[src/rtl/fsm2_stepper.sv]
// fsm2_stepper: transmit side of the single-wire edge-step protocol.
// Tracks the remote three-state sequencer (IDLE=00 -> S0=01 -> S1=10 -> IDLE)
// in a shadow register and emits the minimum number of clean pulses needed
// to land the remote sequencer on a requested target state.
module fsm2_stepper #(
   parameter int HIGH_CYC = 2,
   parameter int LOW_CYC  = 2,
   parameter int CNT_W    = 8
) (
   input  logic       clk,
   input  logic       rst,
   input  logic       start,
   input  logic [1:0] target,
   input  logic       clr,
   output logic       step_out,
   output logic       busy,
   output logic       done,
   output logic       err,
   output logic [1:0] shadow
);

   typedef enum logic [1:0] {IDLE = 2'd0, HIGH = 2'd1, LOW = 2'd2} state_t;

   localparam logic [CNT_W-1:0] H_LAST = CNT_W'(HIGH_CYC - 1);
   localparam logic [CNT_W-1:0] L_LAST = CNT_W'(LOW_CYC - 1);

   state_t           state, state_nx;
   logic [CNT_W-1:0] cnt, cnt_nx;
   // At most two pulses are ever needed, so one bit says "one more after this".
   logic             rem, rem_nx;
   logic [1:0]       sh, sh_nx;
   logic             done_nx, err_nx;
   logic [2:0]       diff;
   logic [1:0]       n;

   // One step of the remote sequencer's state sequence.
   function automatic logic [1:0] adv(input logic [1:0] s);
      case (s)
         2'b00:   adv = 2'b01;
         2'b01:   adv = 2'b10;
         default: adv = 2'b00;
      endcase
   endfunction

   // Pulses needed: (target - shadow) mod 3, computed without a divider.
   always_comb begin
      diff = {1'b0, target} + 3'd3 - {1'b0, sh};
      n    = (diff >= 3'd3) ? 2'(diff - 3'd3) : diff[1:0];
   end

   // Next-state and next-output logic; clr overrides everything but reset.
   always_comb begin
      state_nx = state;
      cnt_nx   = cnt;
      rem_nx   = rem;
      sh_nx    = sh;
      done_nx  = 1'b0;
      err_nx   = 1'b0;
      if (clr) begin
         state_nx = IDLE;
         cnt_nx   = '0;
         rem_nx   = 1'b0;
         sh_nx    = 2'b00;
      end else begin
         case (state)
            IDLE: begin
               if (start) begin
                  if (target == 2'b11) begin
                     err_nx = 1'b1;
                  end else if (n == 2'd0) begin
                     done_nx = 1'b1;
                  end else begin
                     state_nx = HIGH;
                     cnt_nx   = '0;
                     rem_nx   = (n == 2'd2);
                     // Shadow moves on the same edge that raises step_out.
                     sh_nx    = adv(sh);
                  end
               end
            end
            HIGH: begin
               if (cnt == H_LAST) begin
                  state_nx = LOW;
                  cnt_nx   = '0;
               end else begin
                  cnt_nx = cnt + 1'b1;
               end
            end
            LOW: begin
               if (cnt == L_LAST) begin
                  cnt_nx = '0;
                  if (rem) begin
                     state_nx = HIGH;
                     rem_nx   = 1'b0;
                     sh_nx    = adv(sh);
                  end else begin
                     state_nx = IDLE;
                     done_nx  = 1'b1;
                  end
               end else begin
                  cnt_nx = cnt + 1'b1;
               end
            end
            default: begin
               state_nx = IDLE;
               cnt_nx   = '0;
               rem_nx   = 1'b0;
            end
         endcase
      end
   end

   // State, counters, shadow and the one-cycle status pulses.
   always_ff @(posedge clk) begin
      if (rst) begin
         state <= IDLE;
         cnt   <= '0;
         rem   <= 1'b0;
         sh    <= 2'b00;
         done  <= 1'b0;
         err   <= 1'b0;
      end else begin
         state <= state_nx;
         cnt   <= cnt_nx;
         rem   <= rem_nx;
         sh    <= sh_nx;
         done  <= done_nx;
         err   <= err_nx;
      end
   end

   assign step_out = (state == HIGH);
   assign busy     = (state != IDLE);
   assign shadow   = sh;

endmodule
[config.mk]
export PLATFORM = sky130hd
export DESIGN_NAME = fsm2_stepper
export DESIGN_NICKNAME = d
export VERILOG_FILES = /design/src/rtl/fsm2_stepper.sv
export SDC_FILE = /design/constraint.sdc
export NUM_CORES = 1
export LEC_CHECK = 0
export BUFFER_PORTS_ARGS = -buffer_cell sky130_fd_sc_hd__buf_2
export CAP_MARGIN = 0
export CORE_MARGIN = 1
export CORE_UTILIZATION = 60
export CTS_CLUSTER_SIZE = 24
export DETAILED_ROUTE_END_ITERATION = 8
export PLACE_DENSITY = 0.82
export SLEW_MARGIN = 20
export SYNTH_ARGS = -nofsm -noshare
export SYNTH_HDL_FRONTEND = slang
export SYNTH_SLANG_ARGS = --single-unit
[constraint.sdc]
create_clock -name clk -period 4.25 [get_ports clk]
set_input_delay 0.2125 -clock clk [delete_from_list [all_inputs] [get_ports clk]]
set_output_delay 0.2125 -clock clk [all_outputs]
set_load 0.05 [all_outputs]
==> results.json, run 1 <==
{
  "cap_violations": 0,
  "ys_seq_elements": 15,
  "ys_warn_count": 0,
  "syn_area_sq_um": 1008,
  "cts.sinks": 15,
  "reg2reg_from": "shadow[0]$_SDFFE_PP0P_",
  "worst_setup_path_start_kind": "flip-flop",
  "cts.clk_slew.worst_paths_ns": 0.10,
  "drive_above_1_share_pct": 17.32,
  "grt_pass1_wl_microns": 3933,
  "drcViolationCount": 0,
  "ios": 12,
  "layout_common_cells": "dfxtp_1, nand2_1, buf_2",
  "regArea_sq_um": 300.3,
  "crit_arrival_ns": 3.26,
  "cts_setup_buffers": 0,
  "max_stage_delay_ns": 0.62,
  "async_flop_share_pct": 0,
  "max_slew_margin_pct": 51.77,
  "period_needed_ns": 3.029,
  "worstSetupStartpoint": "shadow[0]$_SDFFE_PP0P_",
  "die_y_microns": 43.00,
  "setup_viol_count_final": 0,
  "antenna_found_initial": 0,
  "place.gp.congestion": 0.8241,
  "power_density_nw_per_um2": 297.1,
  "ys_seq_area_share_pct": 29.78,
  "layout_commonest_cell": "dfxtp_1",
  "period_share_pct": 71.27,
  "drv_slew": 0,
  "worstRegToRegCells": 8,
  "syn-instance-count": 116,
  "routed_wl_microns": 2196,
  "ys.flop_type": "dfxtp_1",
  "dr.pass1.iters": 4,
  "skew_ns": 0.009541,
  "clock_latency_ns": 0.28,
  "criticalPathCategory": "flip-flop to flip-flop",
  "drtIter0Drc": 42,
  "cp-endpoint": "cnt[6]$_SDFFE_PP0P_",
  "multi_input_area_sq_um": 659.4,
  "grt_pass1_vias": 882,
  "cts.path.max_buffers": 2,
  "required_ns": 4.48,
  "htree_levels": 1,
  "die-width_microns": 43.00,
  "via_per_inst": 6.615,
  "vias": 946,
  "crit_path_top_delay_cell": "a21oi_1",
  "io_buffers": 11,
  "gr-usage-all-layers_pct": 27.57,
  "n_fill_cell": 130,
  "cts_buffers": 3,
  "cp_max_fo": 15,
  "final-hold-violation-count": 0,
  "worstReg2RegEnd": "cnt[6]$_SDFFE_PP0P_",
  "crit_chain": "inv_1 -> ha_1 -> fa_1 -> ha_1 -> nor3_1 -> o2111ai_2 -> a21oi_1 -> a32o_1",
  "cts_root_buffer": "clkbuf_4",
  "leakagePower_nw": 0.4232,
  "nNetsFinal": 143,
  "syn_area_per_cell_sq_um": 8.694,
  "crit_top_cell": "ha_1",
  "hp-class": "input pin to flip-flop",
  "synth_top_area_cell": "dfxtp_1",
  "area_growth_pct": 8.313,
  "post-dp-hpwl_microns": 1612,
  "r2r_slack_ns": 1.22,
  "fp.coreArea_sq_um": 1541,
  "fmax_mhz": 330.2,
  "grt_max_degree": 20,
  "rsz0062_at_grt": "no",
  "peakVddDrop_v": 0.0002506,
  "wl_per_cell_microns": 15.36,
  "cts_resized": 0,
  "status": "completed",
  "ant_nets": 0,
  "diodes": 0,
  "endpoint_kind": "flip-flop",
  "start_util_pct": 65.42,
  "cts_tree": "yes",
  "synth_area_leaders": "dfxtp_1, ha_1, a32o_1, nand2_1, a22o_1",
  "overflow": 0,
  "finish.utilization_pct": 70.86,
  "tightest_slew_ns": 0.7235,
  "rows": 14,
  "syn_nets": 131,
  "synth_top_area_share_pct": 29.78,
  "synth_edf_count": 0,
  "cts_hold_buf": 0,
  "die_area_sq_um": 1849,
  "yosysUniqueCellTypes": 36,
  "tns_ns": 0
}
[final cells by class]
class,count,share of cell area (%)
clock buffer,3,2.062
clock inverter,1,0.4582
inverter,6,2.062
multi-input combinational,90,60.37
sequential,15,27.49
tap,16,1.833
timing repair buffer,12,5.727
[cell usage after synthesis, types with 3 or more instances]
master,number
dfxtp_1,15
nand2_1,13
ha_1,8
nor3_1,7
a21oi_1,6
a32o_1,6
inv_1,6
nor2_1,6
a22o_1,5
nand3_1,5
clkbuf_1,4
mux2i_1,3
o2bb2ai_1,3
or3_1,3
[registers in the layout (all words and copies together), names as in the netlist]
| name | count |
|---|---|
| cnt | 8 |
| done | 1 |
| err | 1 |
| rem | 1 |
| shadow | 2 |
| state | 2 |
[metal layers]
metal | up-vias | GRT usage, % | share of wire, %
li1 | 465 | - | -
met1 | 448 | 38.26 | 48
met2 | 31 | 43.64 | 46
met3 | 2 | 4.255 | 5.2
met4 | 0 | 9.091 | 0.87
met5 | - | 0 | 0
[kinds of logic (layout without fill, tap and decap cells)]
group | Yosys count | count (layout) | synth area share, %
simple gates | 47 | 47 | 25.31
compound gates | 31 | 31 | 25.19
flops | 15 | 15 | 29.78
buf+inv | 11 | 22 | 4.838
fa+ha+maj | 9 | 9 | 11.91
mux | 3 | 3 | 2.978
[critical path: cells and delay by family (launching register included)]
family          cells  cell delay [ns]
fa+ha+maj           3             0.93
flops               1             0.38
buf+inv             1             0.07
simple gates        1             0.32
compound gates      3             1.28
[how the worst min path moves through the flow]
stage / from / end / slack (ns) / cells past startpoint
4_1_cts: start / err$_SDFF_PP0_ / 0.19 / 3
6_report: start / err$_SDFF_PP0_ / 0.20 / 3
2_1_floorplan: start / err$_SDFF_PP0_ / 0.34 / 2
3_3_place_gp: shadow[1]$_SDFFE_PP0P_ / shadow[1]$_SDFFE_PP0P_ / 0.46 / 2
5_1_grt: start / err$_SDFF_PP0_ / 0.18 / 3
3_5_place_dp: start / err$_SDFF_PP0_ / 0.49 / 3
[per-stage QoR]
step / total power, W / hold WS [ns] / setup slack [ns] / std cells / instance area (sq um)
2_1_floorplan: 0.0002262 / 0.3399 / 1.253 / 116 / 1008
3_3_place_gp: 0.0002393 / 0.4592 / 1.437 / 139 / 1065
3_5_place_dp: 0.0002439 / 0.4860 / 1.256 / 139 / 1065
4_1_cts: 0.0003258 / 0.1863 / 1.245 / 143 / 1092
5_1_grt: 0.0003410 / 0.1848 / 0.9175 / 143 / 1092
6_report: 0.0003245 / 0.1976 / 1.221 / 143 / 1092
[power by group]
| group | switching (W) | leakage (nW) | internal (W) |
|---|---|---|---|
| Clock | 0.0000478 | 0.0177 | 0.0000349 |
| Sequential | 0.00000276 | 0.121 | 0.000144 |
| Combinational | 0.0000580 | 0.284 | 0.0000374 |
(Power assumes the default switching activity.)
==> run 2, diff against run 1 <==
--- a/config.mk
+++ b/config.mk
@@ -8,10 +8,10 @@
 export BUFFER_PORTS_ARGS = -buffer_cell sky130_fd_sc_hd__buf_2
 export CAP_MARGIN = 0
 export CORE_MARGIN = 1
-export CORE_UTILIZATION = 60
+export CORE_UTILIZATION = 51
 export CTS_CLUSTER_SIZE = 24
 export DETAILED_ROUTE_END_ITERATION = 8
-export PLACE_DENSITY = 0.82
+export PLACE_DENSITY = 0.74
 export SLEW_MARGIN = 20
 export SYNTH_ARGS = -nofsm -noshare
 export SYNTH_HDL_FRONTEND = slang
==> constraint.sdc (replaced) <==
create_clock -name clk -period 2.55 [get_ports clk]
set_input_delay 0.1275 -clock clk [delete_from_list [all_inputs] [get_ports clk]]
set_output_delay 0.1275 -clock clk [all_outputs]
set_load 0.05 [all_outputs]
==> results.json, run 2 (synthesis gave the netlist of run 1 again) <==
{
  "die_y_microns": 46.47,
  "reg2reg_from": "shadow[0]$_SDFFE_PP0P_",
  "power_density_nw_per_um2": 488.5,
  "grt_pass1_vias": 859,
  "grt_pass1_wl_microns": 3670,
  "worstRegToRegCells": 8,
  "status": "completed",
  "cts.path.max_buffers": 2,
  "layout_common_cells": "nand2_1, dfxtp_1, buf_2",
  "die-width_microns": 46.47,
  "fmax_mhz": 403.6,
  "final-hold-violation-count": 0,
  "cts_buffers": 3,
  "required_ns": 2.74,
  "diodes": 0,
  "cts_hold_buf": 0,
  "tightest_slew_ns": 0.7310,
  "crit_path_top_delay_cell": "or4_4",
  "nNetsFinal": 148,
  "cts_root_buffer": "clkbuf_4",
  "fp.coreArea_sq_um": 1783,
  "hp-class": "input pin to flip-flop",
  "cts.sinks": 15,
  "place.gp.congestion": 0.8770,
  "htree_levels": 1,
  "start_util_pct": 56.56,
  "crit_arrival_ns": 2.67,
  "drive_above_1_share_pct": 27.27,
  "leakagePower_nw": 0.4552,
  "endpoint_kind": "flip-flop",
  "drcViolationCount": 0,
  "finish.utilization_pct": 68.35,
  "cts_tree": "yes",
  "largest_register_ffs": 8,
  "drv_slew": 0,
  "crit_chain": "inv_4 -> ha_4 -> fa_2 -> ha_4 -> or4_4 -> o2111ai_4 -> a21oi_2 -> a32o_1",
  "skew_ns": 0.004364,
  "grt_max_degree": 20,
  "cts.clk_slew.worst_paths_ns": 0.09,
  "gr-usage-all-layers_pct": 24.15,
  "die_area_sq_um": 2159,
  "criticalPathCategory": "flip-flop to flip-flop",
  "routed_wl_microns": 2423,
  "clock_latency_ns": 0.29,
  "hold_start": "start",
  "placed_cell_area_sq_um": 1156,
  "cap_violations": 0,
  "dr.pass1.iters": 4,
  "via_per_inst": 6.268,
  "wl_per_cell_microns": 15.43,
  "max_slew_margin_pct": 51.27,
  "rsz0062_at_grt": "no",
  "r2r_slack_ns": 0.07,
  "worstReg2RegEnd": "cnt[2]$_SDFFE_PP0P_",
  "period_needed_ns": 2.477,
  "rows": 15,
  "io_buffers": 11,
  "antenna_found_initial": 0,
  "ios": 12,
  "period_share_pct": 97.15,
  "area_growth_pct": 20.84,
  "design_area_sq_um": 1219,
  "drtIter0Drc": 41,
  "top_register": "cnt",
  "power.total_w": 0.0005953,
  "cts_setup_buffers": 0,
  "crit_top_cell": "ha_4",
  "setup_viol_count_final": 0,
  "post-dp-hpwl_microns": 1706,
  "vias": 984,
  "peakVddDrop_v": 0.0003877,
  "ant_nets": 0,
  "worst_setup_path_start_kind": "flip-flop",
  "worstSetupStartpoint": "shadow[0]$_SDFFE_PP0P_",
  "cp_max_fo": 7,
  "cp-endpoint": "cnt[2]$_SDFFE_PP0P_",
  "max_stage_delay_ns": 0.53,
  "overflow": 0
}
[run 2: cell types whose count changed in the layout (fill, tap and decap cells not counted), sizes merged]
cell and delta:
clkinv -1, clkbuf +1, buf +5
[run 2: metrics by stage]
stage | worst slack (ns) | hold slack (ns) | std cells | TNS (ns)
after floorplan | -0.06290 | 0.2549 | 116 | -0.1208
after global placement | 0.05707 | 0.4087 | 153 | 0
after detailed placement | -0.001064 | 0.4114 | 153 | -0.001064
after CTS | 0.01826 | 0.09327 | 157 | 0
after global routing | 0.03063 | 0.1397 | 157 | 0
final | 0.07255 | 0.09576 | 157 | 0
[run 2: per-layer routing]
metal	share of wire [%]	global-route usage [%]
met5	0	0
met2	48	39.17
met3	6.9	2.745
met1	43	31.52
met4	1.7	11.18
[run 2: critical path: cells and delay by family (launching register included)]
family | cells | cell delay (ns)
AO/OA/AOI/OAI | 3 | 0.60
adder cells (fa/ha/maj) | 3 | 0.83
AND/OR/NAND/NOR | 1 | 0.53
flip-flops | 1 | 0.37
buffers and inverters | 1 | 0.04
[run 2: layout make-up]
class	instances	area [sq um]
Multi-Input combinational cell	90	719.4
Fill cell	154	564.3
Sequential cell	15	305.3
Timing Repair Buffer	17	111.4
Tap cell	25	31.28
Clock buffer	4	26.28
Inverter	6	25.02
[run 2: how the worst min path moves through the flow]
| stage | to | slack (ns) | cells after the start |
|---|---|---|---|
| after floorplan | err$_SDFF_PP0_ | 0.25 | 2 |
| after CTS | err$_SDFF_PP0_ | 0.09 | 3 |
| after detailed placement | err$_SDFF_PP0_ | 0.41 | 3 |
| final | err$_SDFF_PP0_ | 0.1 | 3 |
| after global routing | err$_SDFF_PP0_ | 0.14 | 3 |
| after global placement | err$_SDFF_PP0_ | 0.41 | 3 |
[run 2: power by group]
group	internal [W]	switching, W
Combinational	0.0000930	0.000115
Sequential	0.000239	0.00000446
Clock	0.0000610	0.0000829
Total	0.000393	0.000202
[run 2: what timing repair did]
action / in CTS / in global routing
endpoints found under the setup margin: 7 / 8
resized for setup: 2 / 6
pin swaps: 0 / 2
